`src/rtl/lsu_mem_port_if.sv`:
```
// Request/response and data-memory bus bundle for the load/store unit.
// slave: the LSU's view. master: the CPU execute stage plus the memory.
interface lsu_mem_port_if #(
  parameter int XLEN = 32
);
  localparam int BYTES = XLEN / 8;

  logic             req_valid;
  logic             req_ready;
  logic             req_we;
  logic [1:0]       req_size;
  logic             req_unsigned;
  logic [XLEN-1:0]  req_addr;
  logic [XLEN-1:0]  req_wdata;

  logic             rsp_valid;
  logic [XLEN-1:0]  rsp_rdata;
  logic             rsp_fault;

  logic             mem_r;
  logic [BYTES-1:0] mem_w;
  logic [XLEN-1:0]  mem_addr;
  logic [XLEN-1:0]  mem_din;
  logic [XLEN-1:0]  mem_dout;
  logic             mem_ready;

  modport slave (
    input  req_valid, req_we, req_size, req_unsigned, req_addr, req_wdata,
    input  mem_dout, mem_ready,
    output req_ready, rsp_valid, rsp_rdata, rsp_fault,
    output mem_r, mem_w, mem_addr, mem_din
  );

  modport master (
    output req_valid, req_we, req_size, req_unsigned, req_addr, req_wdata,
    output mem_dout, mem_ready,
    input  req_ready, rsp_valid, rsp_rdata, rsp_fault,
    input  mem_r, mem_w, mem_addr, mem_din
  );
endinterface

```
`src/rtl/lsu_mem_port.sv`:
```
// Load/store unit: turns one CPU load/store into one or two byte-lane
// memory beats, with sign/zero extension and misalignment handling.
module lsu_mem_port #(
  parameter int XLEN             = 32,
  parameter bit SPLIT_MISALIGNED = 1'b1
) (
  input logic           clk,
  input logic           rstn,
  lsu_mem_port_if.slave bus
);
  localparam int unsigned BYTES = XLEN / 8;
  localparam int unsigned OFF   = $clog2(BYTES);
  localparam int unsigned MW    = 2 * BYTES;

  typedef enum logic [1:0] {IDLE, BEAT0, BEAT1, RESP} state_t;

  state_t            state;

  // latched request
  logic              we_q;
  logic [1:0]        size_q;
  logic              uns_q;
  logic [OFF-1:0]    off_q;
  logic              cross_q;
  logic [BYTES-1:0]  mask_hi_q;
  logic [XLEN-1:0]   wsh_hi_q;
  logic [XLEN-1:0]   beat0_q;

  // registered outputs
  logic              req_ready_q;
  logic              rsp_valid_q;
  logic [XLEN-1:0]   rsp_rdata_q;
  logic              rsp_fault_q;
  logic              mem_r_q;
  logic [BYTES-1:0]  mem_w_q;
  logic [XLEN-1:0]   mem_addr_q;
  logic [XLEN-1:0]   mem_din_q;

  // request decode
  int unsigned       off_i;
  int unsigned       nb_i;
  logic              req_cross;
  logic              req_misal;
  logic              req_fault;
  logic [MW-1:0]     req_mask;
  logic [2*XLEN-1:0] req_wsh;

  // load assembly
  logic [2*XLEN-1:0] raw;
  logic [XLEN-1:0]   sh;
  int unsigned       nbq;
  logic              sign;
  logic [XLEN-1:0]   ld_data;

  // Decode the offered request: byte mask over two beats, shifted store data, fault.
  always_comb begin
    off_i     = 32'(bus.req_addr[OFF-1:0]);
    nb_i      = 32'd1 << bus.req_size;
    req_cross = (off_i + nb_i) > BYTES;
    req_misal = (off_i & (nb_i - 32'd1)) != 32'd0;
    req_fault = ((XLEN == 32) && (bus.req_size == 2'd3)) ||
                (!SPLIT_MISALIGNED && req_misal);
    req_mask  = '0;
    for (int unsigned i = 0; i < MW; i++)
      req_mask[i] = (i >= off_i) && (i < off_i + nb_i);
    req_wsh   = {{XLEN{1'b0}}, bus.req_wdata} << (8 * off_i);
  end

  // Join the beats, shift the addressed bytes down, then extend to XLEN.
  always_comb begin
    raw  = (state == BEAT1) ? {bus.mem_dout, beat0_q} : {{XLEN{1'b0}}, bus.mem_dout};
    sh   = XLEN'(raw >> {off_q, 3'b000});
    nbq  = 32'd1 << size_q;
    sign = 1'b0;
    for (int unsigned i = 0; i < BYTES; i++)
      if (i == nbq - 32'd1) sign = sh[8*i+7];
    ld_data = '0;
    for (int unsigned i = 0; i < BYTES; i++)
      ld_data[8*i +: 8] = (i < nbq) ? sh[8*i +: 8] : {8{sign & ~uns_q}};
  end

  // Control FSM; every bus/response output is registered here.
  always_ff @(posedge clk or negedge rstn) begin
    if (!rstn) begin
      state       <= IDLE;
      we_q        <= 1'b0;
      size_q      <= '0;
      uns_q       <= 1'b0;
      off_q       <= '0;
      cross_q     <= 1'b0;
      mask_hi_q   <= '0;
      wsh_hi_q    <= '0;
      beat0_q     <= '0;
      req_ready_q <= 1'b0;
      rsp_valid_q <= 1'b0;
      rsp_rdata_q <= '0;
      rsp_fault_q <= 1'b0;
      mem_r_q     <= 1'b0;
      mem_w_q     <= '0;
      mem_addr_q  <= '0;
      mem_din_q   <= '0;
    end else begin
      case (state)
        IDLE: begin
          req_ready_q <= 1'b1;
          if (bus.req_valid && req_ready_q) begin
            req_ready_q <= 1'b0;
            we_q        <= bus.req_we;
            size_q      <= bus.req_size;
            uns_q       <= bus.req_unsigned;
            off_q       <= bus.req_addr[OFF-1:0];
            cross_q     <= req_cross;
            mask_hi_q   <= req_mask[MW-1:BYTES];
            wsh_hi_q    <= req_wsh[2*XLEN-1:XLEN];
            if (req_fault) begin
              state       <= RESP;
              rsp_valid_q <= 1'b1;
              rsp_fault_q <= 1'b1;
              rsp_rdata_q <= '0;
            end else begin
              state      <= BEAT0;
              mem_addr_q <= bus.req_addr & ~XLEN'(BYTES - 1);
              mem_r_q    <= !bus.req_we;
              mem_w_q    <= bus.req_we ? req_mask[BYTES-1:0] : '0;
              mem_din_q  <= bus.req_we ? req_wsh[XLEN-1:0] : '0;
            end
          end
        end
        BEAT0: begin
          if (bus.mem_ready) begin
            beat0_q <= bus.mem_dout;
            if (cross_q) begin
              state      <= BEAT1;
              mem_addr_q <= mem_addr_q + XLEN'(BYTES);
              mem_w_q    <= we_q ? mask_hi_q : '0;
              mem_din_q  <= we_q ? wsh_hi_q : '0;
            end else begin
              state       <= RESP;
              mem_r_q     <= 1'b0;
              mem_w_q     <= '0;
              mem_addr_q  <= '0;
              mem_din_q   <= '0;
              rsp_valid_q <= 1'b1;
              rsp_fault_q <= 1'b0;
              rsp_rdata_q <= we_q ? '0 : ld_data;
            end
          end
        end
        BEAT1: begin
          if (bus.mem_ready) begin
            state       <= RESP;
            mem_r_q     <= 1'b0;
            mem_w_q     <= '0;
            mem_addr_q  <= '0;
            mem_din_q   <= '0;
            rsp_valid_q <= 1'b1;
            rsp_fault_q <= 1'b0;
            rsp_rdata_q <= we_q ? '0 : ld_data;
          end
        end
        RESP: begin
          state       <= IDLE;
          req_ready_q <= 1'b1;
          rsp_valid_q <= 1'b0;
          rsp_fault_q <= 1'b0;
          rsp_rdata_q <= '0;
        end
        default: state <= IDLE;
      endcase
    end
  end

  assign bus.req_ready = req_ready_q;
  assign bus.rsp_valid = rsp_valid_q;
  assign bus.rsp_rdata = rsp_rdata_q;
  assign bus.rsp_fault = rsp_fault_q;
  assign bus.mem_r     = mem_r_q;
  assign bus.mem_w     = mem_w_q;
  assign bus.mem_addr  = mem_addr_q;
  assign bus.mem_din   = mem_din_q;
endmodule

```
`src/flat_wrapper.sv`:
```
// flat-port wrapper written by rule: the top's interface ports become plain ports
module lsu_mem_port_flat 
#(
  parameter int XLEN             = 32,
  parameter bit SPLIT_MISALIGNED = 1'b1
)
  (clk, rstn, bus_req_valid, bus_req_we, bus_req_size, bus_req_unsigned, bus_req_addr, bus_req_wdata, bus_mem_dout, bus_mem_ready, bus_req_ready, bus_rsp_valid, bus_rsp_rdata, bus_rsp_fault, bus_mem_r, bus_mem_w, bus_mem_addr, bus_mem_din);
  lsu_mem_port_if #(.XLEN(XLEN)) bus_i ();
  input logic clk;
  input logic rstn;
  input wire logic [$bits(bus_i.req_valid)-1:0] bus_req_valid;
  input wire logic [$bits(bus_i.req_we)-1:0] bus_req_we;
  input wire logic [$bits(bus_i.req_size)-1:0] bus_req_size;
  input wire logic [$bits(bus_i.req_unsigned)-1:0] bus_req_unsigned;
  input wire logic [$bits(bus_i.req_addr)-1:0] bus_req_addr;
  input wire logic [$bits(bus_i.req_wdata)-1:0] bus_req_wdata;
  input wire logic [$bits(bus_i.mem_dout)-1:0] bus_mem_dout;
  input wire logic [$bits(bus_i.mem_ready)-1:0] bus_mem_ready;
  output wire logic [$bits(bus_i.req_ready)-1:0] bus_req_ready;
  output wire logic [$bits(bus_i.rsp_valid)-1:0] bus_rsp_valid;
  output wire logic [$bits(bus_i.rsp_rdata)-1:0] bus_rsp_rdata;
  output wire logic [$bits(bus_i.rsp_fault)-1:0] bus_rsp_fault;
  output wire logic [$bits(bus_i.mem_r)-1:0] bus_mem_r;
  output wire logic [$bits(bus_i.mem_w)-1:0] bus_mem_w;
  output wire logic [$bits(bus_i.mem_addr)-1:0] bus_mem_addr;
  output wire logic [$bits(bus_i.mem_din)-1:0] bus_mem_din;
  assign bus_i.req_valid = bus_req_valid;
  assign bus_i.req_we = bus_req_we;
  assign bus_i.req_size = bus_req_size;
  assign bus_i.req_unsigned = bus_req_unsigned;
  assign bus_i.req_addr = bus_req_addr;
  assign bus_i.req_wdata = bus_req_wdata;
  assign bus_i.mem_dout = bus_mem_dout;
  assign bus_i.mem_ready = bus_mem_ready;
  assign bus_req_ready = bus_i.req_ready;
  assign bus_rsp_valid = bus_i.rsp_valid;
  assign bus_rsp_rdata = bus_i.rsp_rdata;
  assign bus_rsp_fault = bus_i.rsp_fault;
  assign bus_mem_r = bus_i.mem_r;
  assign bus_mem_w = bus_i.mem_w;
  assign bus_mem_addr = bus_i.mem_addr;
  assign bus_mem_din = bus_i.mem_din;
  lsu_mem_port #(.XLEN(XLEN), .SPLIT_MISALIGNED(SPLIT_MISALIGNED)) u_core (.clk(clk), .rstn(rstn), .bus(bus_i));
endmodule
```
`config.mk`:
```
export PLATFORM = sky130hd
export DESIGN_NAME = lsu_mem_port_flat
export DESIGN_NICKNAME = d
export VERILOG_FILES = /design/src/rtl/lsu_mem_port_if.sv /design/src/rtl/lsu_mem_port.sv /design/src/flat_wrapper.sv
export SDC_FILE = /design/constraint.sdc
export NUM_CORES = 1
export LEC_CHECK = 0
export ABC_AREA = 1
export BUFFER_PORTS_ARGS = -buffer_cell sky130_fd_sc_hd__buf_2
export CORE_MARGIN = 2
export CORE_UTILIZATION = 35
export DETAILED_ROUTE_END_ITERATION = 16
export HOLD_SLACK_MARGIN = 0.12
export PLACE_DENSITY_LB_ADDON = 0.15
export SKIP_LAST_GASP = 1
export SLEW_MARGIN = 20
export SYNTH_ARGS = -nofsm -noshare
export SYNTH_HDL_FRONTEND = slang
export SYNTH_SLANG_ARGS = --single-unit
```
`constraint.sdc`:
```
create_clock -name clk -period 1.89 [get_ports clk]
set_input_delay 0 -clock clk [delete_from_list [all_inputs] [get_ports clk]]
set_output_delay 0 -clock clk [all_outputs]
set_load 0.05 [all_outputs]
```
==> flow_summary.yaml, run 1 <==
cts:
  cts_buffers: 17
  clockBufferDepth: 2
  htreeDepth: 4
  clock-root-buffer: "clkbuf_16"
  clk_latency_ns: 0.44
  clock_sinks: 170
  clk_pin_slew_ns: 0.08
  cts_tree: "yes"
setup_path:
  critPathRequiredTime_ns: 2.21
  path_class: "flip-flop to flip-flop"
  rrSetupSlack_ns: 0.006
  timing.rr.end: "u_core.bus.rsp_rdata[3]"
  worstSetupStartpoint: "u_core.state[0]"
  endpoint_kind: "flip-flop"
  timing.rr.start: "u_core.state[0]"
  start_kind: "flip-flop"
  crit_path_end: "u_core.bus.rsp_rdata[3]"
  cp_data_arrival_time_ns: 2.21
  path_max_fanout: 7
  r2r_cells: 11
routing:
  viasPerCell: 4.953
  drt_wl_total_um: 34370
  drt_iter0_drc: 902
  drcViolationCount: 0
  firstDrtPassIters: 5
  antenna_left: 0
  wl_per_cell_um: 16.29
  vias: 10450
logic_synthesis:
  ys.flop_type: "dfrtp_1"
  yosysUniqueCellTypes: 43
  syn_inst: 1381
  syn_area_per_cell_sq_um: 7.171
  synth_top_cell_by_area: "dfrtp_1"
  yosys_warnings: 0
  synth_enable_flop_cells: 0
  synthTopCellsByCount: "nand2_1 (441), dfrtp_1 (170), nor2_1 (128)"
  synth-seq-cells: 170
  synth-seq-area-share_pct: 42.96
  yosysMostFrequentCell: "nand2_1"
  async_flop_share_pct: 100.0
  yosysTopAreaCellShare_pct: 42.96
  netlist_area_sq_um: 9903
  synth.area.top_cells: "dfrtp_1 (43%), nand2_1 (17%), o21ai_0 (5.7%)"
floorplan:
  initial_utilization_pct: 35.55
  rows: 61
  die_width_um: 172.2
  die_h_um: 172.2
  core_area_sq_um: 27860
  dieArea_sq_um: 29660
  io_pins: 208
placed_design:
  placed_area_sq_um: 11810
  port_buffers: 205
  gp_congestion: 0.9239
  hpwl_um: 24100
  place_inst: 1963
layout:
  finalNonFillerCells: 2110
  nets: 1831
  area_delta_synth_final_pct: 40.40
  layout-drive-gt1-share_pct: 22.69
  diodes: 0
  finish.instance_area_sq_um: 13900
sta:
  period_needed_ns: 1.884
  setup_viol: 0
  finalCritPeriodShare_pct: 99.69
  finalMaxSlewViolations: 0
  finalHoldViolations: 0
  fmax_ghz: 0.5308
  slew_headroom_pct: 62.82
  rsz0062_at_grt: "true"
  worst_pin_slew_ns: 0.5577
  fin_tns_setup_ns: 0
  clock_skew_ns: 0.01953
worst_hold_path:
  hold_class: "input pin to async pin"
power:
  power_mw: 25.55
  cellPowerDensity_nw_per_um2: 1837
  peakVddDrop_mv: 1.127
  leakagePower_nw: 6.861
global_routing:
  top_usage_layer: "met1"
  use_met3_pct: 3.525
  grt_pass1_vias: 9594
  grt_max_degree: 59
  gr-usage-met2_pct: 33.91
  grtUsageMet1_pct: 34.10
  grtUsageTotal_pct: 22.70
  grt.overflow.total: 0
  antenna_found_initial: 0
  grt_pass1_wl_um: 52570
outcome:
  outcome: "completed"
run:
  maxCapViolCount: 0
[layer usage]
metal / wire length, um / up-vias / part of all wire, %
li1: - / 5230 / -
met1: 16670 / 4839 / 49
met2: 14960 / 345 / 44
met3: 2157 / 37 / 6.3
met4: 587 / 0 / 1.7
met5: 0 / - / 0
[stage by stage]
step / utilization, % / hold slack [ns] / setup WS, ns
after floorplan: - / -0.2956 / 0.1085
after global placement: 42.41 / 0.01738 / -0.02310
after detailed placement: 42.41 / 0.01640 / -0.04715
after CTS: 48.50 / 0.1307 / -0.009871
after global routing: 49.91 / 0.1569 / -0.09808
final: 49.91 / 0.1108 / 0.005892
[repair_timing]
action / in CTS / in global routing
pin swaps: 0 / 14
cloned: 0 / 6
hold buffers: 105 / 0
endpoints found under the hold margin: 301 / 0
gates resized for setup: 8 / 64
setup buffers: 0 / 5
endpoints found under the setup margin: 42 / 86
[layout by cell type (no fill, tap or decap), types with 4 or more instances in the layout]
master / count
nand2_1: 432
buf_2: 202
dfrtp_1: 168
nor2_1: 126
o21ai_0: 106
dlygate4sd3_1: 105
inv_1: 95
a21oi_1: 91
nand3_1: 82
buf_4: 53
o21ai_1: 27
clkbuf_16: 22
o211ai_1: 21
buf_12: 19
a31oi_1: 17
mux2i_1: 13
o22ai_1: 13
a22oi_1: 10
inv_2: 9
nand2_2: 9
o21ai_2: 7
buf_6: 7
nor2_2: 6
a22o_1: 6
clkinv_8: 6
nor2_4: 5
nand4_1: 5
nand3_2: 5
a211oi_1: 5
o22a_1: 5
inv_6: 5
inv_4: 4
mux2_2: 4
[final cells by class]
class / count / area [sq um]
Tap cell: 378 / 473.0
Timing Repair Buffer: 393 / 3074
Fill cell: 2761 / 13950
Clock inverter: 15 / 192.7
Inverter: 109 / 426.7
Multi-Input combinational cell: 1028 / 5056
Clock buffer: 17 / 425.4
Sequential cell: 170 / 4257
[flip-flops by register name, summed over array words and instances (netlist names)]
register / flops
u_core.wsh_hi_q: 24
u_core.uns_q: 1
u_core.off_q: 2
u_core.size_q: 2
u_core.state: 2
u_core.bus.mem_w: 4
u_core.we_q: 1
u_core.bus.mem_din: 32
u_core.bus.mem_addr: 30
u_core.bus.mem_r: 1
u_core.beat0_q: 32
u_core.bus.req_ready: 1
u_core.bus.rsp_fault: 1
u_core.mask_hi_q: 4
u_core.bus.rsp_rdata: 32
u_core.bus.rsp_valid: 1
[critical path, cell delays in order (launching register included)]
cell and delay (ns):
dfrtp_1 0.39, inv_2 0.08, ha_4 0.24, buf_4 0.15
nor2_4 0.03, o21ai_4 0.19, nor3_2 0.06, inv_2 0.13
nor2_8 0.06, buf_12 0.13, buf_4 0.13, a22o_1 0.17
[worst min path at each step]
stage | start | end | depth (start not counted)
after floorplan | rstn | u_core.beat0_q[0] | 0
after global placement | rstn | u_core.bus.rsp_rdata[29] | 1
after detailed placement | rstn | u_core.bus.rsp_rdata[29] | 1
after CTS | rstn | u_core.bus.rsp_rdata[29] | 2
after global routing | rstn | u_core.bus.rsp_rdata[29] | 2
final | rstn | u_core.bus.rsp_rdata[29] | 2
[kinds of logic after synthesis]
group                    Yosys count  share of synthesized area [%]
adder cells (fa/ha/maj)            8                          1.087
other                              1                        0.03787
buffers and inverters            185                          8.010
flip-flops                       170                          42.96
multiplexers                      17                          1.769
AO/OA/AOI/OAI                    314                          17.79
AND/OR/NAND/NOR                  685                          28.26
XOR/XNOR                           1                        0.08846
[where the power goes]
part	switching [mW]	leakage [nW]	internal [mW]
logic	10.3	4.40	5.28
registers	1.15	2.16	5.19
clock network	1.85	0.294	1.82
total	13.3	6.86	12.3
No activity file was read; power rests on OpenSTA's default activity.
==> run 2: changes to the inputs <==
==> constraint.sdc (replaced) <==
create_clock -name clk -period 1.8 [get_ports clk]
set_input_delay 0 -clock clk [delete_from_list [all_inputs] [get_ports clk]]
set_output_delay 0 -clock clk [all_outputs]
set_load 0.05 [all_outputs]
==> flow_summary.yaml, run 2 (same netlist as run 1, synthesis figures left out) <==
setup_path:
  start_kind: "flip-flop"
  critical_path.top_delay_family: "buffers and inverters"
  slowest_stage: "dfrtp_2"
  timing.rr.start: "u_core.state[1]"
  worstSetupStartpoint: "u_core.state[1]"
  path_max_fanout: 10
  slowest_delay_ns: 0.44
  critPathRequiredTime_ns: 2.14
  crit_buf_inv: 4
  endpoint_kind: "flip-flop"
  path_class: "flip-flop to flip-flop"
  worstPathCellList: "inv_2 -> ha_4 -> nor2_4 -> o21ai_4 -> nor2_4 -> buf_4 -> clkbuf_16 -> clkbuf_16 -> a31oi_1"
  cp_data_arrival_time_ns: 2.20
global_routing:
  grt_max_degree: 57
  grt.overflow.total: 0
  grt_pass1_vias: 10070
  grt_pass1_wl_um: 54030
  antenna_found_initial: 0
  grtUsageTotal_pct: 23.32
placed_design:
  placed_area_sq_um: 11970
  hpwl_um: 24960
  port_buffers: 205
  gp_congestion: 0.9298
sta:
  period_needed_ns: 1.853
  slew_headroom_pct: 60.96
  finalMaxSlewViolations: 0
  fmax_ghz: 0.5397
  fin_tns_setup_ns: -0.3957
  setup_viol: 22
  finalHoldViolations: 0
  finalCritPeriodShare_pct: 102.9
  clock_skew_ns: 0.02434
  worst_pin_slew_ns: 0.5855
  whs_ns: 0.1018
  rsz0062_at_grt: "true"
  fin_ws_ns: -0.05272
layout:
  mostFrequentLayoutCells: "nand2_1 (423), buf_2 (204), dfrtp_1 (167)"
  area_delta_synth_final_pct: 48.92
  nets: 1874
  diodes: 0
  finish.instance_area_sq_um: 14750
  num-fill-cells: 2698
  mostFrequentLayoutCell: "nand2_1"
  layout-drive-gt1-share_pct: 28.17
routing:
  antenna_left: 0
  vias: 10910
  wl_per_cell_um: 16.81
  drt_wl_total_um: 36200
  drcViolationCount: 0
  firstDrtPassIters: 5
  viasPerCell: 5.066
  drt_iter0_drc: 1013
floorplan:
  die_width_um: 172.2
  io_pins: 208
  initial_utilization_pct: 35.55
  rows: 61
  die_h_um: 172.2
  dieArea_sq_um: 29660
  core_area_sq_um: 27860
power:
  power_mw: 29.51
  peakVddDrop_mv: 1.152
  leakagePower_nw: 7.219
  cellPowerDensity_nw_per_um2: 2001
cts:
  clock-root-buffer: "clkbuf_16"
  clockBufferDepth: 2
  clk_pin_slew_ns: 0.08
  cts_buffers: 17
  cts_tree: "yes"
  clock_sinks: 170
  htreeDepth: 4
  clk_latency_ns: 0.45
outcome:
  outcome: "complete, but fails checks"
  violations: "negative setup slack"
run:
  maxCapViolCount: 0
worst_hold_path:
  hold_class: "input pin to async pin"
[run 2: changes by cell type in the layout (fill, tap and decap cells not counted), moves of 6 or more]
cell and change:
a21oi_1 -24, a21oi_2 +19, buf_12 +6, buf_4 +28
nand2_1 -9, nand2_2 +7, nand3_1 -9, nand3_2 +9
o21ai_0 -23, o21ai_1 +20
[run 2: worst paths after layout]
check                                           end  slack, ns  depth (start not counted)
hold reg to reg            u_core.bus.rsp_rdata[16]       0.48                          2
setup / recovery              u_core.bus.mem_din[2]      -0.05                          9
max in group asynchronous    u_core.bus.mem_addr[3]       0.94                          3
hold / removal             u_core.bus.rsp_rdata[12]       0.10                          2
min in group clk                    u_core.off_q[0]       0.20                          4
setup reg to reg              u_core.bus.mem_din[2]      -0.05                          9
[run 2: per-stage QoR]
| step | std cells | util, % | setup WS, ns |
|---|---|---|---|
| after floorplan | 1382 | - | 0.01845 |
| after global placement | 1984 | 42.97 | -0.1268 |
| after detailed placement | 1984 | 42.97 | -0.1826 |
| after CTS | 2125 | 49.71 | -0.01708 |
| after global routing | 2153 | 52.94 | -0.1355 |
| final | 2153 | 52.94 | -0.05272 |
[run 2: worst reg2reg max path, cell delays in order, from the launching register on]
cell and delay (ns):
dfrtp_2 0.44, inv_2 0.13, ha_4 0.19, nor2_4 0.04
o21ai_4 0.19, nor2_4 0.08, buf_4 0.16, clkbuf_16 0.16
clkbuf_16 0.16, a31oi_1 0.22
[run 2: area by class of cell]
type,count,area [sq um],area share (%)
Clock inverter,15,209.0,1.417
Tap cell,378,473.0,3.207
Clock buffer,17,425.4,2.885
Inverter,109,436.7,2.961
Sequential cell,170,4258,28.87
Multi-Input combinational cell,1028,5369,36.40
Timing Repair Buffer,436,3577,24.26
[run 2: power breakdown]
part	switching, mW	internal, mW	leakage [nW]	total [mW]
clock network	2.01	1.94	0.304	3.95
registers	1.21	5.45	2.16	6.66
logic	11.8	7.14	4.75	18.9
total	15.0	14.5	7.22	29.5
[run 2: what timing repair did]
action                                  4_1_cts  5_1_grt
endpoints found under the setup margin       97      101
gates resized for setup                      37      144
hold buffers                                105        0
cloned                                        2       13
pin swaps                                     8       41
buffers inserted                              2       17
endpoints found under the hold margin       304        0
[run 2: metal layers]
| metal | GRT usage (%) | share of wire [%] |
|---|---|---|
| met5 | 0 | 0 |
| met4 | 7.052 | 1.8 |
| met3 | 3.182 | 5.2 |
| met2 | 35.18 | 44 |
| met1 | 34.63 | 49 |
